===== src/rtl/pipe_pkg.sv =====
// Shared types and per-stage constants for the pipeline stage buffers.
package pipe_pkg;

  typedef enum logic [1:0] {
    ST_EMPTY = 2'd0,
    ST_BUSY  = 2'd1,
    ST_FULL  = 2'd2
  } stage_state_e;

  // Control-vector bit positions shared by all stages
  localparam int CTRL_WREG   = 0;
  localparam int CTRL_M2REG  = 1;
  localparam int CTRL_WMEM   = 2;
  localparam int CTRL_ALUIMM = 3;
  localparam int CTRL_SHIFT  = 4;
  localparam int CTRL_JAL    = 5;

  localparam int IFID_CTRL_W  = 1;
  localparam int IFID_DATA_W  = 64;
  localparam int IDEX_CTRL_W  = 6;
  localparam int IDEX_DATA_W  = 137;
  localparam int EXMEM_CTRL_W = 3;
  localparam int EXMEM_DATA_W = 69;
  localparam int MEMWB_CTRL_W = 2;
  localparam int MEMWB_DATA_W = 69;

  // The state encoding doubles as the number of entries held.
  function automatic logic [1:0] occ_of(input stage_state_e s);
    return s;
  endfunction

endpackage


===== src/rtl/pipe_stage_slot.sv =====
// One valid+ctrl+data holding register; clear turns it into a bubble (valid and ctrl zero).
module pipe_stage_slot #(
  parameter int CTRL_W        = 6,
  parameter int DATA_W        = 137,
  parameter bit DATA_RST_ZERO = 1'b1
) (
  input  logic              clock,
  input  logic              reset,
  input  logic              load,
  input  logic              clear,
  input  logic [CTRL_W-1:0] in_ctrl,
  input  logic [DATA_W-1:0] in_data,
  output logic              valid,
  output logic [CTRL_W-1:0] ctrl,
  output logic [DATA_W-1:0] data
);

  always_ff @(posedge clock) begin
    if (reset) begin
      valid <= 1'b0;
      ctrl  <= '0;
    end else if (load) begin
      valid <= 1'b1;
      ctrl  <= in_ctrl;
    end else if (clear) begin
      valid <= 1'b0;
      ctrl  <= '0;
    end
  end

  // Data only follows loads; bubbles leave it as-is.
  if (DATA_RST_ZERO) begin : g_data_rst
    always_ff @(posedge clock) begin
      if (reset)     data <= '0;
      else if (load) data <= in_data;
    end
  end else begin : g_data_norst
    always_ff @(posedge clock) begin
      if (load) data <= in_data;
    end
  end

endmodule


===== src/rtl/pipe_stage_buf.sv =====
// Pipeline stage register with valid/ready handshake, main+skid entries and flush.
// Optional PIPE_STAGE_PERF_EN adds saturating stall/flush counters.
module pipe_stage_buf
  import pipe_pkg::*;
#(
  parameter int CTRL_W        = IDEX_CTRL_W,
  parameter int DATA_W        = IDEX_DATA_W,
  parameter bit DATA_RST_ZERO = 1'b1
) (
  input  logic              clock,
  input  logic              reset,
  input  logic              in_valid,
  output logic              in_ready,
  input  logic [CTRL_W-1:0] in_ctrl,
  input  logic [DATA_W-1:0] in_data,
  input  logic              flush,
  output logic              out_valid,
  input  logic              out_ready,
  output logic [CTRL_W-1:0] out_ctrl,
  output logic [DATA_W-1:0] out_data,
  output logic [1:0]        occupancy
`ifdef PIPE_STAGE_PERF_EN
  ,
  output logic [31:0]       stall_cnt,
  output logic [31:0]       flush_cnt
`endif
);

  // Handshake: a transfer happens on a posedge where valid and ready are both 1;
  // in_ready is registered so it never depends combinationally on out_ready.
  stage_state_e      state_q, state_d;
  logic              in_ready_q;
  logic              accept, emit;
  logic              main_load, main_clear, main_from_skid;
  logic              skid_load, skid_clear;
  logic              main_valid, skid_valid;
  logic [CTRL_W-1:0] main_ctrl, skid_ctrl, main_ctrl_in;
  logic [DATA_W-1:0] main_data, skid_data, main_data_in;

  assign accept = in_valid & in_ready_q;
  assign emit   = main_valid & out_ready;

  always_ff @(posedge clock) begin
    if (reset) begin
      state_q    <= ST_EMPTY;
      in_ready_q <= 1'b1;
    end else begin
      state_q    <= state_d;
      in_ready_q <= (state_d != ST_FULL);
    end
  end

  always_comb begin
    state_d = state_q;
    if (flush) begin
      state_d = ST_EMPTY;
    end else begin
      case (state_q)
        ST_EMPTY: if (accept) state_d = ST_BUSY;
        ST_BUSY: begin
          if (accept && !emit)      state_d = ST_FULL;
          else if (!accept && emit) state_d = ST_EMPTY;
        end
        ST_FULL:  if (emit) state_d = ST_BUSY;
        default:  state_d = ST_EMPTY;
      endcase
    end
  end

  always_comb begin
    main_load      = 1'b0;
    main_clear     = 1'b0;
    main_from_skid = 1'b0;
    skid_load      = 1'b0;
    skid_clear     = 1'b0;
    if (flush) begin
      main_clear = 1'b1;
      skid_clear = 1'b1;
    end else begin
      case (state_q)
        ST_EMPTY: main_load = accept;
        ST_BUSY: begin
          if (accept && emit) main_load  = 1'b1;
          else if (accept)    skid_load  = 1'b1;
          else if (emit)      main_clear = 1'b1;
        end
        ST_FULL: begin
          if (emit && skid_valid) begin
            main_load      = 1'b1;
            main_from_skid = 1'b1;
            skid_clear     = 1'b1;
          end
        end
        default: begin
          main_clear = 1'b1;
          skid_clear = 1'b1;
        end
      endcase
    end
  end

  assign main_ctrl_in = main_from_skid ? skid_ctrl : in_ctrl;
  assign main_data_in = main_from_skid ? skid_data : in_data;

  pipe_stage_slot #(.CTRL_W(CTRL_W), .DATA_W(DATA_W), .DATA_RST_ZERO(DATA_RST_ZERO)) u_main (
    .clock   (clock),
    .reset   (reset),
    .load    (main_load),
    .clear   (main_clear),
    .in_ctrl (main_ctrl_in),
    .in_data (main_data_in),
    .valid   (main_valid),
    .ctrl    (main_ctrl),
    .data    (main_data)
  );

  pipe_stage_slot #(.CTRL_W(CTRL_W), .DATA_W(DATA_W), .DATA_RST_ZERO(DATA_RST_ZERO)) u_skid (
    .clock   (clock),
    .reset   (reset),
    .load    (skid_load),
    .clear   (skid_clear),
    .in_ctrl (in_ctrl),
    .in_data (in_data),
    .valid   (skid_valid),
    .ctrl    (skid_ctrl),
    .data    (skid_data)
  );

  assign in_ready  = in_ready_q;
  assign out_valid = main_valid;
  assign out_ctrl  = main_ctrl;
  assign out_data  = main_data;
  assign occupancy = occ_of(state_q);

`ifdef PIPE_STAGE_PERF_EN
  always_ff @(posedge clock) begin
    if (reset) begin
      stall_cnt <= '0;
      flush_cnt <= '0;
    end else begin
      if (main_valid && !out_ready && stall_cnt != 32'hFFFF_FFFF)
        stall_cnt <= stall_cnt + 32'd1;
      if (flush && state_q != ST_EMPTY && flush_cnt != 32'hFFFF_FFFF)
        flush_cnt <= flush_cnt + 32'd1;
    end
  end
`endif

endmodule


===== config.mk =====
export PLATFORM = sky130hd
export DESIGN_NAME = pipe_stage_buf
export DESIGN_NICKNAME = d
export VERILOG_FILES = /design/src/rtl/pipe_pkg.sv /design/src/rtl/pipe_stage_slot.sv /design/src/rtl/pipe_stage_buf.sv
export SDC_FILE = /design/constraint.sdc
export NUM_CORES = 1
export LEC_CHECK = 0
export CORE_ASPECT_RATIO = 1.4
export CORE_MARGIN = 2
export CORE_UTILIZATION = 45
export CTS_CLUSTER_DIAMETER = 100
export DETAILED_ROUTE_END_ITERATION = 8
export MAX_ROUTING_LAYER = met4
export PLACE_DENSITY = 0.74
export SLEW_MARGIN = 20
export SYNTH_ARGS = -nofsm -noshare
export SYNTH_HDL_FRONTEND = slang
export SYNTH_SLANG_ARGS = --single-unit

===== constraint.sdc =====
create_clock -name clock -period 4.8 [get_ports clock]
set_input_delay 0.48 -clock clock [delete_from_list [all_inputs] [get_ports clock]]
set_output_delay 0.48 -clock clock [all_outputs]
set_load 0.03 [all_outputs]

Word level (Yosys, flattened, before mapping)
Index checks and enable logic that the tools add are counted.
{ "totals": {"register_bits": 291, "inputBits": 148} }
{ "classes": {"eq_ne": 3, "mux": 33, "n_bitwise": 2, "n_reduce_logical": 11} }
{ "ops": {"columns": ["operator", "count"], "rows": [
  ["137-bit two-way mux", 1],
  ["6-bit two-way mux", 5],
  ["1-bit two-way mux", 18],
  ["2-bit two-way mux", 5],
  ["2-bit one-hot mux with 3 select lines", 1],
  ["1-bit logical AND", 4],
  ["1-bit one-hot mux with 2 select lines", 2],
  ["2-bit nonzero test", 2],
  ["2-bit OR reduction", 2],
  ["1-bit one-hot mux with 3 select lines", 1],
  ["1-bit AND", 2],
  ["2-bit by 1-bit equality test with 1-bit output (second input constant)", 1],
  ["2-bit equality test (second input constant)", 1],
  ["1-bit logical NOT", 2],
  ["2-bit logical NOT", 1],
  ["2-bit inequality test (second input constant)", 1]
]} }

Depth between registers and ports, before layout
{ "depth": {"ltp_word": 8, "mapped_depth": 8, "depth_no_buf": 5} }

Cells and area by module
Synthesis repeated with hierarchy kept, for this count alone.
{ "hier_totals": {"cells_unflattened": 1129, "area_unflattened_um2": 12391.9} }
{ "modules_own_cells": {"columns": ["mod", "instances", "cells_each", "area_per_inst_um2", "seq_area_each_um2"], "rows": [
  ["pipe_stage_slot", 2, 472, 5077.4, 2882.8],
  ["pipe_stage_buf", 1, 185, 2237.1, 60.1]
]} }

Least setup slack after synthesis
Ideal clock, no wire load.
{ "synth_path": {"kind": "reg2reg", "from": "register state_q[0] (netlist: occupancy[0])", "to": "register u_skid.data[100]", "setup_time_ns": 0.132, "arrival_ns": 1.831, "required_time_ns": 4.668, "setup_slack_ns": 2.837, "path_stages_with_launch": 8, "path_buffers": 3, "path_cell_list": "dfxtp_1 > buf_2 > inv_2 > or4_1 > clkbuf_1 > buf_2 > nand2_1 > a21oi_1"} }
{ "synth_between": {"elab_chain_len": 3} }
{ "synth_rtl": {"columns": ["element", "line_no", "source"], "rows": [
  ["start: declaration", "pipe_stage_buf.sv:31", "stage_state_e state_q, state_d;"],
  ["start signal: assignment", "pipe_stage_buf.sv:48", "state_q <= state_d;"],
  ["2-bit by 1-bit equality test with 1-bit output", "pipe_stage_buf.sv:80", "case (state_q)"],
  ["1-bit two-way mux", "pipe_stage_buf.sv:80", null],
  ["1-bit two-way mux", "pipe_stage_buf.sv:76", "if (flush) begin"],
  ["end signal: assignment", "pipe_stage_slot.sv:35", "else if (load) data <= in_data;"],
  ["end: declaration", "pipe_stage_slot.sv:15", "output logic [DATA_W-1:0] data"]
]} }
No other way between the ends.
A chain may end at the register's enable or synchronous reset.

Worst setup path after layout
{ "layout_path": {"from": "input flush", "to": "register u_main.data[42]"} }
{ "layout_between": {"elab_chain_len": 2} }
{ "layout_rtl": {"columns": ["element", "line_no", "source"], "rows": [
  ["start: declaration", "pipe_stage_buf.sv:16", "input logic flush,"],
  ["1-bit two-way mux", "pipe_stage_buf.sv:76", null],
  ["137-bit two-way mux", "pipe_stage_buf.sv:103", "assign main_data_in = main_from_skid ? skid_data : in_data;"],
  ["end signal: assignment", "pipe_stage_slot.sv:35", null],
  ["end: declaration", "pipe_stage_slot.sv:15", null]
]} }
Parallel ways exist; a longest one is shown, timed or not.

==> flow_metrics.tcl <==
set metrics [dict create \
    hold_viol_final 0 \
    row_count 70 \
    stdcell_count 2022 \
    synth_ff_type "dfxtp_1" \
    clock_path_buffers 3 \
    first_pass_iters 5 \
    crit_path_top_delay_cell "clkdlybuf4s50_1" \
    synth_warnings 0 \
    cpPeakStageDelay_ns 0.66 \
    critPathTopFamily "simple AND/OR/NAND/NOR gates" \
    antenna_found_initial 0 \
    grt_overflow 0 \
    path_max_fanout 85 \
    timing.max_cap.violations 0 \
    postCtsHoldBufs 0 \
    grt_pass1_vias 10663 \
    drive_gt1_share_pct 5.006 \
    die_area_sq_mm 0.02744 \
    critPathBufInv 2 \
    vias 11337 \
    nets 1825 \
    fin_setup_tns_ns 0 \
    path_cells "clkdlybuf4s50_1 -> nor2_1 -> o21ai_4 -> nand2_4 -> buf_12 -> a311oi_1" \
    startpoint_type "input port" \
    drc 0 \
    synth_area_sq_mm 0.01175 \
    status "finished clean" \
    crit_path_end_kind "flop" \
    routabilityCongestion 0.8098 \
    hold-worst-slack_ns 0.4515 \
    period_needed_ns 2.914 \
    die_x_um 140.6 \
    htreeDepth 1 \
    vias_per_cell 5.607 \
    cts_tree "built" \
    dp_cells 1970 \
    cts_setup_buffers 0 \
    synthCells 1482 \
    finalClockSkew_ns 0.01448 \
    timing.final.crit_share_pct 60.70 \
    portBuffers 294 \
    ios 295 \
    grt_pass1_wl_mm 55.08 \
    antenna_left 0 \
    clk_pin_slew_ns 0.06 \
    rsz0062_at_grt "no" \
    wl_per_cell_um 17.26 \
    hp-class "flop to flop" \
    synth_area_leaders "dfxtp_1 (50%), nand2_1 (18%), a311oi_1 (9.5%)" \
    die_y_um 195.2 \
    dpl.hpwl_mm 20.82 \
    cts_sinks 291 \
    vdd_drop_max_v 0.0002941 \
    leakagePower_nw 5.332 \
    p_per_area_mw_per_mm2 371.6 \
    ctsResizeCount 0 \
    syn2layout_area_growth_pct 32.65 \
    slew_headroom_pct 24.40 \
    drtIter0Drc 656 \
    final_area_sq_mm 0.01559 \
    netlist.area_leader.share_pct 49.58 \
    max_freq_mhz 343.2 \
    yosys_register_bits 291 \
    synthDistinctLibCells 34 \
    finalSetupViolCount 0 \
    cts-root-buf "clkbuf_16" \
    slew_violations 0 \
    worstPathRequired_ns 5.16 \
    grt_start_max_net_pins 200 \
    coreArea_sq_mm 0.02592 \
    yosysTopAreaCell "dfxtp_1" \
    diodes 0 \
    dpl-instance-area_sq_mm 0.01460 \
    path_class "input port to flop" \
    async_flop_share_pct 0 \
    cts-buffers-inserted 29 \
    synth_edf_count 0 \
    ys_seq_area_share_pct 49.58 \
    syn_area_per_cell_sq_um 7.928 \
    worst_slew_pin_slew_ns 1.134 \
    clock_latency_ns 0.54 \
    start_util_pct 45.32 \
    synth_nets 1630 \
    wl_mm 34.89 \
    worstPathArrival_ns 3.28 \
    track_usage_pct 24.86 \
]
## cell usage after synthesis (2+ instances only)
master    count
o211ai_1      6
nor2_1        6
a311oi_1    127
a311oi_2     10
nand3_1       8
dfxtp_1     291
buf_4        11
a22o_1        6
nand2_1     565
nor3_1      139
o21ai_0       7
clkbuf_1     54
buf_6         2
or4_1         2
a31oi_1       2
a21oi_1     152
buf_2        77
## registers in the layout (all words and copies together) (netlist names)
| register | cells |
|---|---|
| u_main.data | 137 |
| u_skid.data | 137 |
| u_main.ctrl | 6 |
| u_skid.ctrl | 6 |
| occupancy | 2 |
| in_ready | 1 |
| u_main.valid | 1 |
| u_skid.valid | 1 |
## cells by family (layout without fill, tap and decap cells)
logic type / after synthesis / count (layout) / share of synthesized area (%)
buf+inv: 146 / 362 / 5.963
simple gates: 729 / 729 / 25.35
flops: 291 / 291 / 49.58
compound gates: 316 / 316 / 19.10
## report_power, final
part           internal (mW)  switching [mW]  total, mW
Combinational          0.380           0.478      0.857
Clock                   1.38           0.958       2.34
Sequential              2.52          0.0675       2.59
## routing by layer
layer | global-route usage (%) | part of all wire, %
met3 | 4.144 | 6.8
met2 | 41.56 | 50
met5 | - | 0
met4 | 10.85 | 4.5
met1 | 29.56 | 39
## worst paths after layout
kind             startpoint               to  slack (ns)  depth (start not counted)
max reg2reg    occupancy[1]  u_main.data[42]        2.00                          5
max                   flush  u_main.data[42]        1.89                          6
min reg2reg  u_main.ctrl[4]   u_main.ctrl[4]        0.45                          2
min          u_main.ctrl[4]   u_main.ctrl[4]        0.45                          2
## placed cells by master, fill, tap and decap left out, drive strengths merged, types with 3 or more instances in the layout
master / Yosys / routed
bufinv: 0 / 4
nand3: 8 / 8
a311oi: 137 / 137
a22o: 6 / 6
buf: 90 / 14
nor2: 6 / 6
o211ai: 6 / 6
clkbuf: 54 / 37
a21oi: 153 / 153
dfxtp: 291 / 291
nor3: 139 / 139
clkinv: 0 / 11
inv: 2 / 3
nand2: 565 / 565
o21ai: 8 / 8
clkdlybuf4s50: 0 / 293
## worst register-to-register path, cell delays in order (launching register included)
cell and delay, ns:
dfxtp_1 0.43, nand3b_2 0.38, or3_1 0.52, nand2_4 0.58
buf_12 0.42, a311oi_1 0.31
## stage by stage
| stage | power, mW | utilization, % | setup slack (ns) |
|---|---|---|---|
| finish | 5.792 | 60.12 | 1.886 |
| global route | 5.997 | 60.12 | 1.761 |
| CTS | 5.833 | 60.12 | 1.967 |
| detailed placement | 3.503 | 56.33 | 1.396 |
| global placement | 3.492 | 56.33 | 1.478 |
| floorplan | 3.100 | - | 2.837 |
## cell type report
class / count / area (sq um)
clock buffer: 36 / 792.0
inverter: 2 / 7.507
clock inverter: 16 / 191.4
multi-input combinational: 1045 / 5263
sequential: 291 / 5826
tap: 324 / 405.4
fill: 2295 / 10340
timing repair buffer: 308 / 3102
(Power assumes the default switching activity.)
